==> src/rtl/prog_loader.sv <==
// Byte-stream boot loader: parses MAGIC/LEN/data/CSUM frames from a valid/ready
// stream into program RAM and releases the CPU reset only after a checksum-verified load.
module prog_loader #(
  parameter int          ADDR_W = 8,
  parameter logic [7:0]  MAGIC  = 8'hA5
) (
  input  logic              clk,
  input  logic              reset,
  input  logic [7:0]        rx_data,
  input  logic              rx_valid,
  output logic              rx_ready,
  output logic              mem_we,
  output logic [ADDR_W-1:0] mem_addr,
  output logic [7:0]        mem_wdata,
  output logic              cpu_reset,
  output logic              busy,
  output logic              done,
  output logic              err,
  output logic [2:0]        dbg_state
);

  // Handshake: a byte is consumed at a posedge where rx_valid & rx_ready are both 1;
  // rx_ready is 0 only while reset is asserted, so the sender may stream one byte per cycle.

  typedef enum logic [2:0] {
    S_IDLE = 3'd0,
    S_LEN  = 3'd1,
    S_DATA = 3'd2,
    S_CSUM = 3'd3,
    S_DONE = 3'd4,
    S_ERR  = 3'd5
  } state_t;

  localparam int CW = ADDR_W + 1;

  state_t            r_state;
  logic [CW-1:0]     r_len;
  logic [CW-1:0]     r_count;
  logic [7:0]        r_sum;
  logic              r_rx_ready;
  logic              r_mem_we;
  logic [ADDR_W-1:0] r_mem_addr;
  logic [7:0]        r_mem_wdata;
  logic              r_cpu_reset;
  logic              r_busy;
  logic              r_done;
  logic              r_err;

  logic              w_accept;
  logic [CW-1:0]     w_len_byte;
  logic [CW-1:0]     w_count_nxt;
  logic [7:0]        w_sum_nxt;

  assign w_accept    = rx_valid & r_rx_ready;
  // A length byte of zero encodes a full-memory image of 2**ADDR_W bytes.
  assign w_len_byte  = (rx_data == 8'd0) ? {1'b1, {ADDR_W{1'b0}}} : CW'(rx_data);
  assign w_count_nxt = r_count + CW'(1);
  assign w_sum_nxt   = r_sum + rx_data;

  always_ff @(posedge clk) begin
    if (!reset) begin
      r_state     <= S_IDLE;
      r_len       <= '0;
      r_count     <= '0;
      r_sum       <= '0;
      r_rx_ready  <= 1'b0;
      r_mem_we    <= 1'b0;
      r_mem_addr  <= '0;
      r_mem_wdata <= '0;
      r_cpu_reset <= 1'b1;
      r_busy      <= 1'b0;
      r_done      <= 1'b0;
      r_err       <= 1'b0;
    end else begin
      r_rx_ready <= 1'b1;
      r_mem_we   <= 1'b0;
      if (w_accept) begin
        case (r_state)
          S_IDLE, S_DONE, S_ERR: begin
            if (rx_data == MAGIC) begin
              r_state     <= S_LEN;
              r_busy      <= 1'b1;
              r_cpu_reset <= 1'b1;
              r_done      <= 1'b0;
              r_err       <= 1'b0;
            end
          end
          S_LEN: begin
            r_len   <= w_len_byte;
            r_count <= '0;
            r_sum   <= '0;
            r_state <= S_DATA;
          end
          S_DATA: begin
            r_mem_we    <= 1'b1;
            r_mem_addr  <= r_count[ADDR_W-1:0];
            r_mem_wdata <= rx_data;
            r_sum       <= w_sum_nxt;
            r_count     <= w_count_nxt;
            if (w_count_nxt == r_len) r_state <= S_CSUM;
          end
          S_CSUM: begin
            r_busy <= 1'b0;
            if (w_sum_nxt == 8'd0) begin
              r_state     <= S_DONE;
              r_done      <= 1'b1;
              r_cpu_reset <= 1'b0;
            end else begin
              r_state <= S_ERR;
              r_err   <= 1'b1;
            end
          end
          default: r_state <= S_IDLE;
        endcase
      end
    end
  end

  assign rx_ready  = r_rx_ready;
  assign mem_we    = r_mem_we;
  assign mem_addr  = r_mem_addr;
  assign mem_wdata = r_mem_wdata;
  assign cpu_reset = r_cpu_reset;
  assign busy      = r_busy;
  assign done      = r_done;
  assign err       = r_err;
  assign dbg_state = r_state;

endmodule

==> config.mk <==
export PLATFORM = sky130hd
export DESIGN_NAME = prog_loader
export DESIGN_NICKNAME = d
export VERILOG_FILES = /design/src/rtl/prog_loader.sv
export SDC_FILE = /design/constraint.sdc
export NUM_CORES = 1
export LEC_CHECK = 0
export ABC_AREA = 1
export CAP_MARGIN = 20
export CORE_MARGIN = 4
export CORE_UTILIZATION = 40
export DETAILED_ROUTE_END_ITERATION = 16
export SETUP_SLACK_MARGIN = 0.02
export SLEW_MARGIN = 20
export SYNTH_ARGS = -nofsm -noshare
export SYNTH_HDL_FRONTEND = slang
export SYNTH_SLANG_ARGS = --single-unit
==> constraint.sdc <==
create_clock -name clk -period 2.6 [get_ports clk]
set_input_delay 0.52 -clock clk [delete_from_list [all_inputs] [get_ports clk]]
set_output_delay 0.52 -clock clk [all_outputs]
set_load 0.05 [all_outputs]
==> flow_summary.ini, run 1 <==
[status]
status = complete, no violations

[hold_path]
hold_class = reg -> reg
worstHoldStart = err
min_path_cells = 2
min_to = err

[logic_synthesis]
synth_area_leader_cell = dfxtp_1
synth_cells = 331
async_reset_ff_share_pct = 0
synthDistinctLibCells = 31
synthesis.area_um2 = 2450
yosysMostFrequentCell = nand2_1
synth_top_area_share_pct = 41.7
syn-num-nets = 351
ys.flop_type = dfxtp_1
yosysWarnings = 0
synth_edf_count = 0
synth_common_cells = nand2_1 (66), dfxtp_1 (51), inv_1 (35), nor2_1 (33), o21ai_0 (28)
seq_area_frac_synth_pct = 41.7
ys_top_cells_by_area = dfxtp_1 (42%), nand2_1 (10%), o21ai_0 (5.7%), a21oi_1 (5.5%), nand3_1 (5.5%)
synth_area_per_cell_um2 = 7.40
synth-seq-cells = 51

[setup_path]
regToRegSetupSlack_ns = 0.59
worst_ep_arrival_time_ns = 2.57
r2r_start = r_sum[0]
critPathRequiredTime_ns = 2.81
rr_worst_depth = 10
startpoint_type = input port
crit_type = in -> reg
setup.worst_path.end_class = flip-flop
rr_endpoint = cpu_reset
critPathMaxFanout = 3

[floorplanning]
ios = 36
rows = 28
dieArea_um2 = 7440
die_y_um = 86.2
dieWidth_um = 86.2
start_util_pct = 41.4
coreArea_um2 = 5920

[grt]
grt_start_max_net_pins = 42
grt-ovfl-total = 0
antenna_found_initial = 0
grt.total_usage_pct = 17.0
grt_pass1_wl_um = 10100
grt_pass1_vias = 2192

[clocking]
clk_path_buf_depth = 2
root_buffer = clkbuf_8
path_clk_slew_ns = 0.09
numClockSinks = 51
htreeDepth = 2
cts_tree = built
cts_post_setup_buffers_inserted = 0
worstSkewPairLatency_ns = 0.31
hold_buffers = 0
cts_buffers = 5
cts_resized = 0

[sta]
fin_ws_ns = 0.240
max_freq_mhz = 424
rsz0062_at_grt = no
finalCritPeriodShare_pct = 90.8
period_minus_slack_ns = 2.36
drv_slew = 0
worst_pin_slew_ns = 0.516
relSlewSlack_pct = 65.5
worst_clock_skew_ns = 0.00926
hold_viol_final = 0
setup_violations = 0

[final_layout]
nNetsFinal = 395
final_cell_count_no_fill = 450
area.growth.synth_to_final_pct = 23.7
drive_gt1_share_pct = 8.00
num_antenna_cells = 0

[placed_design]
place.gp.congestion = 0.877
place_ws_ns = -0.0861
io_buffers = 35
dp_hpwl_um = 4310
place_inst = 443

[route]
detail_route.wl_per_cell_um = 12.9
wirelength_um = 5810
via_per_inst = 4.99
detail_route.iter0.violations = 111
antenna_left = 0
vias = 2247
drc = 0
drtPass1Iterations = 4

[power_and_ir_drop]
p_total_mw = 1.42
p_per_area_nw_per_um2 = 469
ir_drop_v = 0.000341
cellLeakagePower_nw = 1.27

[flow_run]
max_cap_violations = 0
-- how the worst max path moves through the flow --
stage	startpoint	endpoint	slack [ns]	cells past startpoint
6_report	rx_data[0]	cpu_reset	0.24	11
5_1_grt	rx_data[0]	cpu_reset	0.05	11
4_1_cts	rx_data[0]	cpu_reset	0.24	11
3_5_place_dp	rx_data[0]	cpu_reset	-0.09	11
3_3_place_gp	rx_data[0]	dbg_state[0]	-0.05	11
2_1_floorplan	rx_data[0]	dbg_state[0]	0.55	10
-- power breakdown --
part	switching (mW)	total, mW	internal, mW
logic	0.0500	0.0859	0.0359
registers	0.000762	0.783	0.782
clock network	0.269	0.551	0.282
-- critical path, cell delays in order --
cell,delay [ns]
clkdlybuf4s50_1,0.43
ha_1,0.23
fa_1,0.40
nand3_1,0.09
nand3_1,0.10
xor2_1,0.18
nand3_1,0.10
nor2_1,0.21
nand4_1,0.15
o21ai_0,0.11
inv_1,0.05
-- cells by family after synthesis --
logic type | Yosys count | share of synthesized area (%)
AND/OR/NAND/NOR | 143 | 26.0
AO/OA/AOI/OAI | 74 | 17.1
flip-flops | 51 | 41.7
buffers and inverters | 48 | 8.12
adder cells (fa/ha/maj) | 9 | 4.91
XOR/XNOR | 6 | 2.15
-- final cells by class --
cell class	count	area, um2
clock buffers	5	68.8
clock inverters	2	37.5
fillers	582	2890
inverters	39	146
multi-input cells	232	1230
flip-flops and latches	51	1020
well taps	75	93.8
repair buffers	46	433
-- registers in the layout, summed over array words and instances (netlist names) --
register	count
busy	1
cpu_reset	1
dbg_state	3
done	1
err	1
mem_addr	8
mem_wdata	8
mem_we	1
r_count	9
r_len	9
r_sum	8
rx_ready	1
-- per-layer routing --
metal | vias to the layer above | global-route usage [%] | routed length [um]
met5 | - | 0 | 0
met4 | 0 | 6.94 | 117
met3 | 9 | 3.23 | 187
met2 | 37 | 28.2 | 2780
met1 | 1015 | 21.6 | 2730
li1 | 1186 | - | -
-- placed cells by master (no fill, tap or decap), drive strengths merged, types with 2 or more instances in the layout --
| cell | n |
|---|---|
| a21oi | 27 |
| a32o | 5 |
| buf | 11 |
| clkbuf | 5 |
| clkdlybuf4s50 | 35 |
| dfxtp | 51 |
| ha | 8 |
| inv | 38 |
| nand2 | 69 |
| nand3 | 27 |
| nand3b | 2 |
| nand4 | 3 |
| nor2 | 39 |
| nor3 | 2 |
| o21ai | 34 |
| o32ai | 5 |
| xnor2 | 2 |
| xor2 | 4 |
-- through the flow --
stage	setup TNS (ns)	cell area, um2	hold slack [ns]	util (%)
after global placement	-0.102	2920	0.439	49.4
after global routing	0	3030	0.476	51.2
after CTS	0	3030	0.460	51.2
final	0	3030	0.458	51.2
after floorplan	0	2450	0.444	-
after detailed placement	-0.214	2920	0.437	49.4
(Power assumes the default switching activity.)
==> run 2, diff against run 1 <==
--- a/config.mk
+++ b/config.mk
@@ -5,7 +5,6 @@
 export SDC_FILE = /design/constraint.sdc
 export NUM_CORES = 1
 export LEC_CHECK = 0
-export ABC_AREA = 1
 export CAP_MARGIN = 20
 export CORE_MARGIN = 4
 export CORE_UTILIZATION = 40
==> run 2 against run 1 <==
Compared with the run above:
- critical path depth is 3 lower
- power shrank 7.0%
- core utilization is 4.4 points higher
- global-route usage increased by 1.1 points
- largest cell class unchanged
==> flow_summary.ini, run 2 <==
[power_and_ir_drop]
ir_drop_v = 0.000284
cellLeakagePower_nw = 1.28
p_per_area_nw_per_um2 = 399

[setup_path]
slowest_stage = clkdlybuf4s50_1
crit_type = in -> reg
critPathRequiredTime_ns = 2.85
cp-startpoint = rx_data[2]
r2r_start = r_sum[0]
path_cells = clkdlybuf4s50_1 -> ha_2 -> nand3_1 -> a21boi_2 -> mux2_2 -> or2_2 -> nor4_4 -> o31a_1
crit_buf_inv = 1
setup.worst_path.end_class = flip-flop
worst_ep_arrival_time_ns = 2.78
startpoint_type = input port
critPathMaxFanout = 3
cp_top_family = simple AND/OR/NAND/NOR gates
crit_path_max_incr_delay_ns = 0.44

[final_layout]
top_regs = r_count (9), r_len (9)
nNetsFinal = 377
final_area_um2 = 3310
area.growth.synth_to_final_pct = 33.3
num_antenna_cells = 0
layout_commonest_cell = dfxtp_1
drive_gt1_share_pct = 18.0
final_cell_mix = dfxtp_1 (51), nand2_1 (50), buf_4 (33), clkdlybuf4s50_1 (32), nor2_1 (29)
fill_cells = 571

[logic_synthesis]
synth_area_leader_cell = dfxtp_1
synth_cells = 295
yosysMostFrequentCell = dfxtp_1
syn-num-nets = 315
synth_top_area_share_pct = 41.1
synth_edf_count = 0
synth_common_cells = dfxtp_1 (51), nand2_1 (50), nor2_1 (30), a21oi_1 (25), o21ai_0 (13)
ys_top_cells_by_area = dfxtp_1 (41%), nand2_1 (7.6%), a21oi_1 (5.0%), nor2_1 (4.5%), ha_1 (4.0%)
synthDistinctLibCells = 41
synthesis.area_um2 = 2480
async_reset_ff_share_pct = 0
yosysWarnings = 0
seq_area_frac_synth_pct = 41.1
synth-seq-cells = 51
ys.flop_type = dfxtp_1
synth_area_per_cell_um2 = 8.41

[sta]
worst_pin_slew_ns = 0.703
period_minus_slack_ns = 2.53
setup_violations = 0
max_freq_mhz = 395
drv_slew = 0
finalCritPeriodShare_pct = 97.3
worst_clock_skew_ns = 0.00579
setup_tns_ns = 0
relSlewSlack_pct = 53.1
hold_viol_final = 0

[grt]
grt_start_max_net_pins = 31
use_met2_pct = 31.4
antenna_found_initial = 0
gr-max-usage-layer = met2
grt_util_met3_pct = 2.95
grtUsageMet1_pct = 23.3
grt-ovfl-total = 0
grt_pass1_vias = 2242
grt.total_usage_pct = 18.1
grt_pass1_wl_um = 10800

[placed_design]
placed_cell_area_um2 = 3120
place.gp.congestion = 0.850
io_buffers = 35
dp_hpwl_um = 4610

[hold_path]
worstHoldStart = mem_wdata[0]
hold_class = reg -> reg

[clocking]
root_buffer = clkbuf_8
hold_buffers = 0
worstSkewPairLatency_ns = 0.30
numClockSinks = 51
cts_tree = built
path_clk_slew_ns = 0.09
clk_path_buf_depth = 2
htreeDepth = 2
cts_post_setup_buffers_inserted = 0
cts_buffers = 5

[floorplanning]
dieArea_um2 = 7530
coreArea_um2 = 5960
ios = 36
rows = 28
die_y_um = 86.8
start_util_pct = 41.7
dieWidth_um = 86.8

[route]
wirelength_um = 6440
vias = 2275
drtPass1Iterations = 4
detail_route.iter0.violations = 60
detail_route.wl_per_cell_um = 14.9
via_per_inst = 5.28
antenna_left = 0
drc = 0

[flow_run]
max_cap_violations = 0

[status]
status = complete, no violations
[run 2: cell types whose count changed in the layout (fill, tap and decap cells not counted), moves of 10 or more]
cell     before  now
inv_1        35    3
buf_4        11   33
nand3_1      27    9
nand2_1      66   50
o21ai_0      28   13
mux2i_1       0   10
[run 2: worst register-to-register path, stage by stage, from the launching register on]
cell and delay [ns]:
dfxtp_1 0.35, ha_2 0.23, fa_2 0.22, nand3_1 0.11, a21boi_2 0.17, mux2_2 0.36
or2_2 0.34, nor4_4 0.30, o31a_1 0.16
[run 2: kinds of logic after synthesis]
family,count (synthesis),share of synthesized area (%)
AOI/OAI and AO/OA,69,17.1
xor gates and xnor gates,20,7.36
adders and majority gates,9,4.84
buffers and inverters,16,2.87
DFF,51,41.1
muxes,12,4.94
and+or+nand+nor,118,21.7
[run 2: what timing repair did]
item	4_1_cts	5_1_grt
setup endpoints to repair	4	4
cloned	0	0
gates resized for setup	13	10
pin swaps	8	2
[run 2: area by class of cell]
type | count | area, um2 | share of cell area [%]
Sequential cell | 51 | 1020 | 30.9
Timing Repair Buffer | 68 | 598 | 18.1
Tap cell | 75 | 93.8 | 2.84
Inverter | 3 | 11.3 | 0.340
Clock buffer | 6 | 72.6 | 2.19
Multi-Input combinational cell | 228 | 1510 | 45.7
[run 2: report_power, final]
part           switching, mW  leakage [nW]  internal, mW
sequential           0.00104         0.411         0.781
clock                  0.246        0.0371         0.180
combinational         0.0603         0.833        0.0523
[run 2: final timing paths]
check / endpoint / slack (ns) / cells past startpoint
worst min-delay path: mem_wdata[0] / 0.46 / 2
worst min register to register: mem_wdata[0] / 0.46 / 2
worst max register to register: done / 0.32 / 8
worst max-delay path: done / 0.07 / 8
[run 2: per-layer routing]
layer  share of wire, %  vias up
met1                 46     1074
met3                3.4        9
met4                1.0        0
met5                  0        -
li1                   -     1153
met2                 50       39
[run 2: stage by stage]
step                      util [%]  hold slack, ns  instances  total power [mW]  worst slack (ns)
after CTS                     54.5           0.459        431              1.34            0.0384
after floorplan                  -           0.429        295             0.841             0.133
after global routing          55.6           0.482        431              1.37           -0.0169
final                         55.6           0.456        431              1.32            0.0698
after global placement        52.4           0.441        425             0.905            -0.458
after detailed placement      52.4           0.446        425             0.905            -0.489
